--- config.mk ---
export PLATFORM = sky130hd
export DESIGN_NAME = rst_seq_ctrl
export DESIGN_NICKNAME = d
export VERILOG_FILES = /design/src/rtl/rst_seq_ctrl.sv
export SDC_FILE = /design/constraint.sdc
export NUM_CORES = 1
export LEC_CHECK = 0
export CAP_MARGIN = 20
export CORE_MARGIN = 8
export CORE_UTILIZATION = 57
export DETAILED_ROUTE_END_ITERATION = 6
export HOLD_SLACK_MARGIN = 0.12
export PLACE_DENSITY = 0.78
export SLEW_MARGIN = 20
export SYNTH_ARGS = -nofsm -noshare
export SYNTH_HDL_FRONTEND = slang
export SYNTH_SLANG_ARGS = --single-unit
--- constraint.sdc ---
create_clock -name clk_50m -period 2.4 [get_ports clk_50m]
set_input_delay 0.48 -clock clk_50m [delete_from_list [all_inputs] [get_ports clk_50m]]
set_output_delay 0.48 -clock clk_50m [all_outputs]
set_load 0.02 [all_outputs]
--- src/rtl/rst_seq_ctrl.sv ---
// Power-on / software reset sequencer: waits POR_DLY after hw_arst_n release, then
// releases CH_NUM active-low resets STEP_DLY apart; supports global re-sequence and per-channel pulses.
module rst_seq_ctrl #(
    parameter int unsigned CH_NUM   = 4,
    parameter int unsigned CNT_W    = 32,
    parameter int unsigned POR_DLY  = 50_000_000,
    parameter int unsigned STEP_DLY = 12_500_000,
    parameter int unsigned HOLD_DLY = 6_250_000
) (
    input  logic              clk_50m,
    input  logic              hw_arst_n,
    input  logic              sw_rst_req,
    input  logic [CH_NUM-1:0] ch_rst_req,
    output logic [CH_NUM-1:0] rst_n_o,
    output logic              seq_done,
    output logic [1:0]        seq_state
);

    typedef enum logic [1:0] {
        S_POR  = 2'd0,
        S_SEQ  = 2'd1,
        S_RUN  = 2'd2,
        S_HOLD = 2'd3
    } state_t;

    localparam int unsigned IDX_W = (CH_NUM > 1) ? $clog2(CH_NUM) : 1;
    localparam int unsigned HC_W  = $clog2(HOLD_DLY + 1);

    localparam logic [CNT_W-1:0] POR_LAST  = CNT_W'(POR_DLY - 1);
    localparam logic [CNT_W-1:0] STEP_LAST = CNT_W'(STEP_DLY - 1);
    localparam logic [CNT_W-1:0] HOLD_LAST = CNT_W'(HOLD_DLY - 1);
    localparam logic [HC_W-1:0]  HC_LOAD   = HC_W'(HOLD_DLY);
    localparam logic [HC_W-1:0]  HC_ONE    = HC_W'(1);
    localparam logic [IDX_W-1:0] IDX_LAST  = IDX_W'(CH_NUM - 1);

    state_t            state_q, state_d;
    logic [CNT_W-1:0]  cnt_q, cnt_d;
    logic [IDX_W-1:0]  idx_q, idx_d;
    logic [CH_NUM-1:0] rst_n_q, rst_n_d;
    logic              done_q, done_d;
    logic [HC_W-1:0]   hcnt_q [CH_NUM];
    logic [HC_W-1:0]   hcnt_d [CH_NUM];
    logic              sw_req_q;
    logic [CH_NUM-1:0] ch_req_q;

    logic              sw_rise;
    logic [CH_NUM-1:0] ch_rise;

    assign sw_rise = sw_rst_req & ~sw_req_q;
    assign ch_rise = ch_rst_req & ~ch_req_q;

    always_comb begin
        state_d = state_q;
        cnt_d   = cnt_q;
        idx_d   = idx_q;
        rst_n_d = rst_n_q;
        done_d  = done_q;
        hcnt_d  = hcnt_q;

        case (state_q)
            S_POR: begin
                if (cnt_q == POR_LAST) begin
                    cnt_d   = '0;
                    idx_d   = '0;
                    state_d = S_SEQ;
                end else begin
                    cnt_d = cnt_q + CNT_W'(1);
                end
            end
            S_SEQ: begin
                if (cnt_q == STEP_LAST) begin
                    cnt_d          = '0;
                    rst_n_d[idx_q] = 1'b1;
                    if (idx_q == IDX_LAST) begin
                        state_d = S_RUN;
                        done_d  = 1'b1;
                    end else begin
                        idx_d = idx_q + IDX_W'(1);
                    end
                end else begin
                    cnt_d = cnt_q + CNT_W'(1);
                end
            end
            S_RUN: begin
                // A fresh request (re)loads the hold; release happens on the edge seeing hcnt==1.
                for (int unsigned k = 0; k < CH_NUM; k++) begin
                    if (ch_rise[k]) begin
                        rst_n_d[k] = 1'b0;
                        hcnt_d[k]  = HC_LOAD;
                    end else if (hcnt_q[k] == HC_ONE) begin
                        rst_n_d[k] = 1'b1;
                        hcnt_d[k]  = '0;
                    end else if (hcnt_q[k] != '0) begin
                        hcnt_d[k] = hcnt_q[k] - HC_ONE;
                    end
                end
                done_d = &rst_n_d;
            end
            S_HOLD: begin
                if (cnt_q == HOLD_LAST) begin
                    cnt_d   = '0;
                    idx_d   = '0;
                    state_d = S_SEQ;
                end else begin
                    cnt_d = cnt_q + CNT_W'(1);
                end
            end
            default: state_d = S_POR;
        endcase

        // Software re-sequence overrides everything above, including a same-edge channel request.
        if (sw_rise && (state_q != S_POR)) begin
            state_d = S_HOLD;
            rst_n_d = '0;
            done_d  = 1'b0;
            cnt_d   = '0;
            idx_d   = '0;
            for (int unsigned k = 0; k < CH_NUM; k++) begin
                hcnt_d[k] = '0;
            end
        end
    end

    always_ff @(posedge clk_50m or negedge hw_arst_n) begin
        if (!hw_arst_n) begin
            state_q  <= S_POR;
            cnt_q    <= '0;
            idx_q    <= '0;
            rst_n_q  <= '0;
            done_q   <= 1'b0;
            hcnt_q   <= '{default: '0};
            sw_req_q <= 1'b0;
            ch_req_q <= '0;
        end else begin
            state_q  <= state_d;
            cnt_q    <= cnt_d;
            idx_q    <= idx_d;
            rst_n_q  <= rst_n_d;
            done_q   <= done_d;
            hcnt_q   <= hcnt_d;
            sw_req_q <= sw_rst_req;
            ch_req_q <= ch_rst_req;
        end
    end

    assign rst_n_o   = rst_n_q;
    assign seq_done  = done_q;
    assign seq_state = state_q;

endmodule
==> run metrics, run 1 <==
ratio of total power to cell area=940.6 nW/um^2; failing checks=negative setup slack; final period utilization=1.045; clock skew=0.01045 ns; top cells by count, synth=sky130_fd_sc_hd__dfrtp_1 (138), sky130_fd_sc_hd__o21ai_0 (91), sky130_fd_sc_hd__nor2_1 (90); CP max FO=8; start-to-end type of the worst setup path=reg -> reg; Post-synth EDFFs=0; number of warning messages in the yosys log=0; max_cap viols=0; global placer's final weighted congestion=0.9317; arrival time reported for the critical path endpoint=2.81 ns; Max stage delay cell, worst path=sky130_fd_sc_hd__or4_4; latest clock arrival within the worst-skew pair=0.43 ns; DRC errors left=0; initial DRC count=796; Core Rows=44; area enclosed by the die boundary=18,750 sq um; Post-Synthesis Cells=980; Worst-Margin Slew=0.5684 ns; biggest area contributors in the synthesized netlist=sky130_fd_sc_hd__dfrtp_1 (41%), sky130_fd_sc_hd__o21ai_0 (5.5%), sky130_fd_sc_hd__nor2_1 (4.1%); placed standard-cell area=9666 sq um; run status=finished with violations; Layout Area Growth over Synthesis=26.22%; hold path depth=1; Fmax achieved=398.6 MHz; Core Box Area=14,420 sq um; required time of the critical path=2.70 ns; startpoint of the worst hold path=hcnt_q[28]$_DFFE_PN0P_; area occupied by multi-input gates=4771 sq um; WL per Instance=18.27 microns; Cell variety after synth=67; master cell of the clock root buffer=sky130_fd_sc_hd__clkbuf_16; overall power consumption=9.897 mW; final std cells w/o fill=1,307; average size of a mapped cell=8.507 sq um; WHS Endpoint=hcnt_q[28]$_DFFE_PN0P_; async set-or-reset flop fraction in the synthesized netlist=1.000; clock tree from TritonCTS=built; total nets after synthesis=1,002; Post-Syn Area=8337 sq um; max_slew headroom=0.6176; fin nets=1,133; HPWL after DPL=16.36 mm; global-route wire length before repair=38.69 mm; clock buffer count from CTS=17; Hold Path Class=reg -> reg; count of inserted antenna diode cells=0; final critical delay including setup and external delays=2.509 ns; VDD IR max=0.5468 mV; setup slack on the worst flop-to-flop path=-0.11 ns; sequential share of the synthesized area=0.4142; top-level I/O count=14; post-placement cell count=1,266; number of antenna-violating nets in the routed design=0; number of endpoints with negative hold slack in the final report=0; post-route worst hold slack=0.4900 ns; number of flip-flops and latches in the synthesized netlist=138; grt ovf=0; reg2reg path depth=6; sequence of cells on the critical path=or3_4, or4b_4, or4_4, buf_6, a31oi_1, o2bb2ai_1; number of port buffers=13; static power due to leakage=4.629 nW; Clk pin slew, worst setup/hold paths=0.05 ns; register area=3455 sq um; Post-Layout Inst Area=10,520 sq um; GRT Overall Usage=0.2550; via count of the routed design=8,428; number of slew-limit violations in the final report=0; vias per std cell=6.448; Most used DFF post-synth=sky130_fd_sc_hd__dfrtp_1; antenna violations before repair=0; Max Buffers Root-to-Sink=2; detailed-route wire length=23.88 mm; Die Span X=136.9 microns; longest individual stage delay on the worst path=0.63 ns; top cell type by total area after synthesis=sky130_fd_sc_hd__dfrtp_1; post-route setup slack=-0.1087 ns; maximum number of pins on one net before global-route repair=54; Final setup violation count=23; RSZ-0062 raised after global routing=true; dominant cell by count in the synthesized netlist=sky130_fd_sc_hd__dfrtp_1; Reg-to-Reg End=hcnt_q[62]$_DFFE_PN0P_; Post-Place Setup Slack=-0.2825 ns; count of H-tree levels built during CTS=4; cell class contributing the biggest share of worst-path delay=simple AND/OR/NAND/NOR gates; Clock Sinks=138; drt first pass iters=5; crit end category=register; number of global-route vias before repair=7,990; initial standard-cell utilization of the core=0.5780; vertical extent of the die=136.9 microns; launching point of the worst reg2reg path=hcnt_q[60]$_DFFE_PN0P_; number of buffer and inverter stages on the critical path=1; Fillers=1,102; share of layout cells above drive strength 1=0.2146; proportion of netlist area held by the largest area contributor=0.4142; kind of launch point of the worst setup path=register
==> worst max-delay path by stage <==
stage                           startpoint                     end  slack [ns]  cells after the start
finish              hcnt_q[60]$_DFFE_PN0P_  hcnt_q[62]$_DFFE_PN0P_       -0.11                      6
global placement                sw_rst_req  hcnt_q[69]$_DFFE_PN0P_       -0.21                      9
detailed placement              sw_rst_req  hcnt_q[69]$_DFFE_PN0P_       -0.28                      9
global route        hcnt_q[60]$_DFFE_PN0P_  hcnt_q[49]$_DFFE_PN0P_       -0.19                      8
floorplan           hcnt_q[58]$_DFFE_PN0P_  hcnt_q[66]$_DFFE_PN0P_       -0.22                      9
CTS                 hcnt_q[59]$_DFFE_PN0P_  hcnt_q[65]$_DFFE_PN0P_       -0.06                      6
==> what timing repair did <==
action                     CTS  global route
resized for setup           10            36
gates cloned                 0             3
setup endpoints to repair   32           115
hold buffers                 1             0
pin swaps                    8            21
hold endpoints to repair    51             0
buffers inserted             1             5
==> power by group <==
group / switching (mW) / internal (mW) / leakage [nW]
Combinational: 2.44 / 1.91 / 2.50
Sequential: 0.420 / 2.71 / 1.86
Clock: 0.979 / 1.44 / 0.272
Total: 3.84 / 6.06 / 4.63
==> metrics by stage <==
| stage | TNS [ns] | util |
|---|---|---|
| global route | -3.365 | 0.7295 |
| CTS | -0.7899 | 0.7117 |
| detailed placement | -10.31 | 0.6701 |
| floorplan | -3.049 | - |
| finish | -1.777 | 0.7295 |
| global placement | -6.787 | 0.6701 |
==> kinds of logic (layout without fill, tap and decap cells) <==
kind of cell | count (synthesis) | in the layout | share of synthesized area
compound gates | 296 | 297 | 0.2304
xor+xnor | 25 | 25 | 0.02626
fa+ha+maj | 15 | 15 | 0.02251
buf+inv | 86 | 228 | 0.04247
flops | 138 | 138 | 0.4142
mux | 3 | 3 | 0.003902
simple gates | 417 | 417 | 0.2602
==> metal layers <==
metal  share of wire  vias up  track usage
li1                -     3933            -
met1            0.43     4051       0.3357
met3           0.071       47      0.04112
met4           0.022        0       0.1056
met2            0.48      397       0.4096
met5               0        -            0
==> cells in the final DEF, fill, tap and decap left out, types with 9 or more instances in the layout <==
master	instances
sky130_fd_sc_hd__o31ai_1	17
sky130_fd_sc_hd__nand2_1	77
sky130_fd_sc_hd__and3_1	12
sky130_fd_sc_hd__or3_1	13
sky130_fd_sc_hd__nor3_1	41
sky130_fd_sc_hd__a21oi_1	54
sky130_fd_sc_hd__xnor2_1	10
sky130_fd_sc_hd__o22ai_1	14
sky130_fd_sc_hd__inv_1	36
sky130_fd_sc_hd__nand3_1	40
sky130_fd_sc_hd__o21ai_0	89
sky130_fd_sc_hd__nor2_1	86
sky130_fd_sc_hd__nand4_1	20
sky130_fd_sc_hd__ha_1	15
sky130_fd_sc_hd__clkdlybuf4s50_1	12
sky130_fd_sc_hd__clkbuf_16	18
sky130_fd_sc_hd__xor2_1	15
sky130_fd_sc_hd__or2_2	9
sky130_fd_sc_hd__a31oi_1	30
sky130_fd_sc_hd__nor4_1	25
sky130_fd_sc_hd__dfrtp_1	137
sky130_fd_sc_hd__nand2b_1	13
sky130_fd_sc_hd__buf_4	131
sky130_fd_sc_hd__a22o_1	25
sky130_fd_sc_hd__o41ai_1	11
==> registers in the layout, summed over array words and instances, names as in the netlist <==
signal / count
ch_req_q: 4
cnt_q: 32
hcnt_q: 92
idx_q: 2
rst_n_o: 4
seq_done: 1
seq_state: 2
sw_req_q: 1
==> cell type report <==
type	instances	share of cell area
Multi-Input combinational cell	757	0.4534
Tap cell	184	0.02188
Timing Repair Buffer	161	0.1320
Clock inverter	7	0.003924
Clock buffer	24	0.04768
Sequential cell	138	0.3283
Inverter	36	0.01284
Power figures use the tool's default switching activity.
==> inputs of run 2 (changes only) <==
==> constraint.sdc (replaced) <==
create_clock -name clk_50m -period 2.4 [get_ports clk_50m]
set_input_delay 0.48 -clock clk_50m [delete_from_list [all_inputs] [get_ports clk_50m]]
set_output_delay 0.48 -clock clk_50m [all_outputs]
set_load 0.005 [all_outputs]
==> run 2 against run 1 <==
- combinational power about the same
- global-route usage up 0.30 points
- fmax up 1.2%
- sequential share of layout area about the same
- sequential power about the same
- final cell count up 0.38%
- cell area up 0.15%
- count of clock-buffer cells in the layout down 5
- largest power group unchanged
- critical endpoint is now hcnt_q[61]$_DFFE_PN0P_
- the run still ends with negative setup slack left
- clock power up 11%
- die area unchanged
==> run metrics, run 2 (same netlist as run 1, synthesis figures left out) <==
run status=finished with violations (unchanged); failing checks=negative setup slack (unchanged); grt ovf=0 (unchanged); reg2reg path depth=5 (was 6); number of slew-limit violations in the final report=0 (unchanged); crit end category=register (unchanged); vertical extent of the die=136.9 microns (unchanged); Die Span X=136.9 microns (unchanged); Largest regs=hcnt_q (92), cnt_q (32) (unchanged); global placer's final weighted congestion=0.9446 (was 0.9317); startpoint of the worst hold path=sw_rst_req (was hcnt_q[28]$_DFFE_PN0P_); Max Buffers Root-to-Sink=2 (unchanged); max_cap viols=0 (unchanged); ratio of total power to cell area=965.4 nW/um^2 (was 940.6 nW/um^2); routing usage on met3=0.04662 (was 0.04112); GRT Overall Usage=0.2579 (was 0.2550); detailed-route wire length=23.60 mm (was 23.88 mm); Clock Sinks=138 (unchanged); switching power summed over all nets=3.891 mW (was 3.835 mW); register area=3456 sq um (was 3455 sq um); initial DRC count=754 (was 796); clock skew=0.007388 ns (was 0.01045 ns); post-route setup slack=-0.07916 ns (was -0.1087 ns); flip-flop count of the largest register, all copies and words added=92 (unchanged); Worst-Margin Slew=0.5031 ns (was 0.5684 ns); met1 track demand over resource=0.3373 (was 0.3357); required time of the critical path=2.70 ns (about the same); maximum number of pins on one net before global-route repair=54 (unchanged); GRT busiest layer=met2 (unchanged); overall power consumption=10.17 mW (was 9.897 mW); WL per Instance=17.99 microns (was 18.27 microns); met2 usage=0.4194 (was 0.4096); Most flops, register=hcnt_q (unchanged); hold path depth=1 (unchanged); number of global-route vias before repair=7,962 (was 7,990); number of endpoints with negative hold slack in the final report=0 (unchanged); vias per std cell=6.389 (was 6.448); drt first pass iters=6 (was 5); clock tree from TritonCTS=built (unchanged); post-route worst hold slack=0.2341 ns (was 0.4900 ns); Fillers=1,052 (was 1,102); final period utilization=1.033 (was 1.045); launching point of the worst reg2reg path=hcnt_q[59]$_DFFE_PN0P_ (was hcnt_q[60]$_DFFE_PN0P_); most common library cell in the layout ignoring fill and taps=sky130_fd_sc_hd__buf_4 (was sky130_fd_sc_hd__dfrtp_1); Core Box Area=14,420 sq um (unchanged); fin nets=1,137 (was 1,133); Post-Place Setup Slack=-0.1865 ns (was -0.2825 ns); via count of the routed design=8,383 (was 8,428); CP max FO=8 (unchanged); latest clock arrival within the worst-skew pair=0.43 ns (about the same); Fmax achieved=403.4 MHz (was 398.6 MHz); arrival time reported for the critical path endpoint=2.78 ns (was 2.81 ns); max_slew headroom=0.6633 (was 0.6176); WHS Endpoint=sw_req_q$_DFF_PN0_ (was hcnt_q[28]$_DFFE_PN0P_); setup slack on the worst flop-to-flop path=-0.08 ns (was -0.11 ns); Hold Path Class=in -> reg (was reg -> reg); Clk pin slew, worst setup/hold paths=0.06 ns (was 0.05 ns); DRC errors left=0 (unchanged); start-to-end type of the worst setup path=reg -> reg (unchanged); Core Rows=44 (unchanged); master cell of the clock root buffer=sky130_fd_sc_hd__clkbuf_16 (unchanged); final critical delay including setup and external delays=2.479 ns (was 2.509 ns); number of antenna-violating nets in the routed design=0 (unchanged); share of power burned in combinational logic=0.429 (was 0.439); HPWL after DPL=16.18 mm (was 16.36 mm); count of inserted antenna diode cells=0 (unchanged); static power due to leakage=4.658 nW (was 4.629 nW); area enclosed by the die boundary=18,750 sq um (unchanged); Layout Area Growth over Synthesis=26.42% (was 26.22%); Final setup violation count=23 (unchanged); Reg-to-Reg End=hcnt_q[61]$_DFFE_PN0P_ (was hcnt_q[62]$_DFFE_PN0P_); area occupied by multi-input gates=4763 sq um (was 4771 sq um); share of total power consumed by net switching=0.3825 (was 0.3875); most frequent cells in the layout=sky130_fd_sc_hd__buf_4 (142), sky130_fd_sc_hd__dfrtp_1 (136), sky130_fd_sc_hd__nor2_1 (89) (was sky130_fd_sc_hd__dfrtp_1 (137), sky130_fd_sc_hd__buf_4 (131), sky130_fd_sc_hd__o21ai_0 (89)); count of H-tree levels built during CTS=4 (unchanged); initial standard-cell utilization of the core=0.5780 (unchanged); clock buffer count from CTS=17 (unchanged); share of layout cells above drive strength 1=0.2145 (was 0.2146); Clk network pwr share=0.263 (was 0.245); Seq pwr share=0.308 (was 0.316); internal power consumption=6.283 mW (was 6.062 mW); antenna violations before repair=0 (unchanged); global-route wire length before repair=39.11 mm (was 38.69 mm); RSZ-0062 raised after global routing=true (unchanged); top-level I/O count=14 (unchanged); number of port buffers=13 (unchanged); VDD IR max=0.6039 mV (was 0.5468 mV); kind of launch point of the worst setup path=register (unchanged)
==> run 2: changes by cell type in the layout (fill, tap and decap cells not counted), sizes merged, moves of 2 or more <==
cell    delta
buf        +4
clkbuf     -6
clkinv     +2
bufinv     +3
==> run 2: stage by stage <==
stage | cells | utilization | TNS [ns] | instance area, sq um
6_report | 1312 | 0.7307 | -1.017 | 10540
5_1_grt | 1312 | 0.7307 | -2.785 | 10540
4_1_cts | 1303 | 0.7181 | -1.270 | 10360
3_5_place_dp | 1268 | 0.6710 | -7.662 | 9678
3_3_place_gp | 1268 | 0.6710 | -7.049 | 9678
2_1_floorplan | 980 | - | -3.048 | 8371
==> run 2: layer usage <==
metal  up-vias  routed length (microns)
li1       3937                        -
met1      4074                    10310
met2       315                    11410
met3        57                     1341
met4         0                      532
met5         -                        0
==> run 2: worst max-delay path by stage <==
stage | start | to | cells past startpoint | slack, ns
6_report | hcnt_q[59]$_DFFE_PN0P_ | hcnt_q[61]$_DFFE_PN0P_ | 5 | -0.08
5_1_grt | hcnt_q[59]$_DFFE_PN0P_ | hcnt_q[59]$_DFFE_PN0P_ | 8 | -0.12
4_1_cts | hcnt_q[59]$_DFFE_PN0P_ | hcnt_q[58]$_DFFE_PN0P_ | 6 | -0.1
3_5_place_dp | sw_rst_req | hcnt_q[31]$_DFFE_PN0P_ | 7 | -0.19
3_3_place_gp | sw_rst_req | hcnt_q[31]$_DFFE_PN0P_ | 7 | -0.18
2_1_floorplan | hcnt_q[58]$_DFFE_PN0P_ | hcnt_q[66]$_DFFE_PN0P_ | 9 | -0.22
==> run 2: critical path: stages, from the launching register on <==
cell,delay (ns)
sky130_fd_sc_hd__dfrtp_1,0.38
sky130_fd_sc_hd__or3_4,0.40
sky130_fd_sc_hd__or4b_4,0.54
sky130_fd_sc_hd__or4_4,0.63
sky130_fd_sc_hd__a31oi_2,0.32
sky130_fd_sc_hd__nor2_1,0.09
==> run 2: power groups by stage <==
| stage | clock network [mW] | registers (mW) | logic, mW |
|---|---|---|---|
| 6_report | 2.68 | 3.13 | 4.36 |
| 5_1_grt | 2.80 | 3.19 | 4.79 |
| 4_1_cts | 2.69 | 3.11 | 4.16 |
| 3_5_place_dp | 0 | 3.13 | 4.03 |
| 3_3_place_gp | 0 | 3.13 | 3.93 |
| 2_1_floorplan | 0 | 3.05 | 2.55 |
==> run 2: what timing repair did <==
| item | CTS | global route |
|---|---|---|
| hold buffers | 1 | 0 |
| endpoints found under the hold margin | 42 | 0 |
| setup buffers | 2 | 8 |
| pin swaps | 20 | 11 |
| gates cloned | 1 | 1 |
| gates resized for setup | 11 | 29 |
| endpoints found under the setup margin | 45 | 86 |
==> run 2: final cells by class <==
class | count | share of cell area
Multi-Input combinational cell | 758 | 0.4520
Clock inverter | 13 | 0.01425
Clock buffer | 19 | 0.04203
Sequential cell | 138 | 0.3279
Inverter | 36 | 0.01282
Tap cell | 184 | 0.02184
Timing Repair Buffer | 164 | 0.1292
==> inputs of run 3 (changes only) <==
SETUP_SLACK_MARGIN = 0.05   (was default)
==> run 3 against run 2 <==
- setup slack worse by 0.020 ns
- sequential share of layout area down 0.12 points
- core utilization up 0.24 points
- sequential power about the same
- the run still ends with negative setup slack left
- sequential cell count unchanged
- power down 1.3%
- highest routed layer unchanged
- critical endpoint is now hcnt_q[65]$_DFFE_PN0P_
==> run metrics, run 3 (same netlist as run 1, synthesis figures left out) <==
Fmax achieved=400.1 MHz (was 403.4 MHz); clock buffer count from CTS=17 (unchanged); reg2reg path depth=6 (was 5); Crit. Startpoint=hcnt_q[59]$_DFFE_PN0P_ (unchanged); initial DRC count=840 (was 754); antenna violations before repair=0 (unchanged); WL per Instance=17.84 microns (was 17.99 microns); startpoint of the worst hold path=cnt_q[30]$_DFFE_PN0P_ (was sw_rst_req); Post-Place Setup Slack=-0.3779 ns (was -0.1865 ns); final period utilization=1.041 (was 1.033); top-level I/O count=14 (unchanged); Hold Path Class=reg -> reg (was in -> reg); number of antenna-violating nets in the routed design=0 (unchanged); final critical delay including setup and external delays=2.499 ns (was 2.479 ns); via count of the routed design=8,380 (was 8,383); Most flops, register=hcnt_q (unchanged); CP max FO=6 (was 8); global placer's final weighted congestion=0.9195 (was 0.9446); fin nets=1,135 (was 1,137); post-placement cell count=1,261 (was 1,268); Layout Area Growth over Synthesis=26.83% (was 26.42%); Clock Sinks=138 (unchanged); Final setup violation count=17 (was 23); hold path depth=1 (unchanged); failing checks=negative setup slack (unchanged); maximum number of pins on one net before global-route repair=63 (was 54); Max Buffers Root-to-Sink=2 (unchanged); max_cap viols=0 (unchanged); Die Span X=136.9 microns (unchanged); post-route worst hold slack=0.5043 ns (was 0.2341 ns); flip-flop count of the largest register, all copies and words added=92 (unchanged); clock skew=0.006760 ns (was 0.007388 ns); grt ovf=0 (unchanged); arrival time reported for the critical path endpoint=2.80 ns (was 2.78 ns); count of inserted antenna diode cells=0 (unchanged); Worst-Margin Slew=0.5183 ns (was 0.5031 ns); run status=finished with violations (unchanged); kind of launch point of the worst setup path=register (unchanged); clock tree from TritonCTS=built (unchanged); global-route wire length before repair=38.74 mm (was 39.11 mm); DRC errors left=0 (unchanged); Post-Layout Inst Area=10,570 sq um (was 10,540 sq um); setup slack on the worst flop-to-flop path=-0.1 ns (was -0.08 ns); overall power consumption=10.04 mW (was 10.17 mW); initial standard-cell utilization of the core=0.5780 (unchanged); number of global-route vias before repair=7,845 (was 7,962); crit end category=register (unchanged); Core Box Area=14,420 sq um (unchanged); share of layout cells above drive strength 1=0.2220 (was 0.2145); required time of the critical path=2.70 ns (about the same); most frequent cells in the layout=sky130_fd_sc_hd__dfrtp_1 (137), sky130_fd_sc_hd__buf_4 (137), sky130_fd_sc_hd__o21ai_0 (87) (was sky130_fd_sc_hd__buf_4 (142), sky130_fd_sc_hd__dfrtp_1 (136), sky130_fd_sc_hd__nor2_1 (89)); drt first pass iters=6 (unchanged); post-route setup slack=-0.09926 ns (was -0.07916 ns); area enclosed by the die boundary=18,750 sq um (unchanged); RSZ-0062 raised after global routing=true (unchanged); latest clock arrival within the worst-skew pair=0.42 ns (was 0.43 ns); VDD IR max=0.5713 mV (was 0.6039 mV); max_slew headroom=0.6518 (was 0.6633); placed standard-cell area=9599 sq um (was 9678 sq um); final std cells w/o fill=1,310 (was 1,312); Largest regs=hcnt_q (92), cnt_q (32) (unchanged); vertical extent of the die=136.9 microns (unchanged); setup tns final=-1.125 ns (was -1.017 ns); Core Rows=44 (unchanged); final cell utilization of the core=0.7331 (was 0.7307); master cell of the clock root buffer=sky130_fd_sc_hd__clkbuf_16 (unchanged); start-to-end type of the worst setup path=reg -> reg (unchanged); HPWL after DPL=15.91 mm (was 16.18 mm); GRT Overall Usage=0.2544 (was 0.2579); number of endpoints with negative hold slack in the final report=0 (unchanged); vias per std cell=6.397 (was 6.389); number of slew-limit violations in the final report=0 (unchanged); launching point of the worst reg2reg path=hcnt_q[59]$_DFFE_PN0P_ (unchanged); ratio of total power to cell area=949.9 nW/um^2 (was 965.4 nW/um^2); detailed-route wire length=23.37 mm (was 23.60 mm); Clk pin slew, worst setup/hold paths=0.06 ns (about the same); static power due to leakage=4.619 nW (was 4.658 nW); count of H-tree levels built during CTS=4 (unchanged); number of port buffers=13 (unchanged)
==> run 3: worst paths after layout <==
path / end
max reg2reg: hcnt_q[65]$_DFFE_PN0P_
max in group asynchronous: cnt_q[17]$_DFFE_PN0P_
min reg2reg: cnt_q[30]$_DFFE_PN0P_
min in group asynchronous: hcnt_q[51]$_DFFE_PN0P_
min: cnt_q[30]$_DFFE_PN0P_
max: hcnt_q[65]$_DFFE_PN0P_
==> run 3: repair_timing <==
item	CTS	global route
endpoints found under the hold margin	39	0
endpoints found under the setup margin	50	90
hold buffers	1	0
pin swaps	17	18
resized for setup	20	42
cloned	2	0
buffers inserted	4	10
==> run 3: layout make-up <==
type                    count  area, sq um
repair buffers            162         1329
clock inverters             7        40.04
inverters                  36        135.1
multi-input cells         758         4880
clock buffers              25        505.5
flip-flops and latches    138         3455
well taps                 184        230.2
fillers                  1056         3850
==> run 3: layer usage <==
layer  track usage  share of wire  up-vias
met2        0.4085           0.48      365
met3       0.05286          0.068       62
met1        0.3352           0.43     3995
met5             0              0        -
met4       0.08509          0.024        0
li1              -              -     3958
==> run 3: worst max-delay path, cell delays in order (launching register included) <==
cell and delay [ns]:
sky130_fd_sc_hd__dfrtp_1 0.38, sky130_fd_sc_hd__or3_4 0.39, sky130_fd_sc_hd__or4b_4 0.58, sky130_fd_sc_hd__or4_4 0.62, sky130_fd_sc_hd__buf_6 0.17, sky130_fd_sc_hd__a31oi_1 0.14, sky130_fd_sc_hd__o22ai_1 0.09
==> run 3: where the power goes <==
| group | switching, mW | leakage, nW | internal, mW |
|---|---|---|---|
| registers | 0.419 | 1.86 | 2.71 |
| clock network | 0.983 | 0.269 | 1.45 |
| logic | 2.53 | 2.49 | 1.95 |
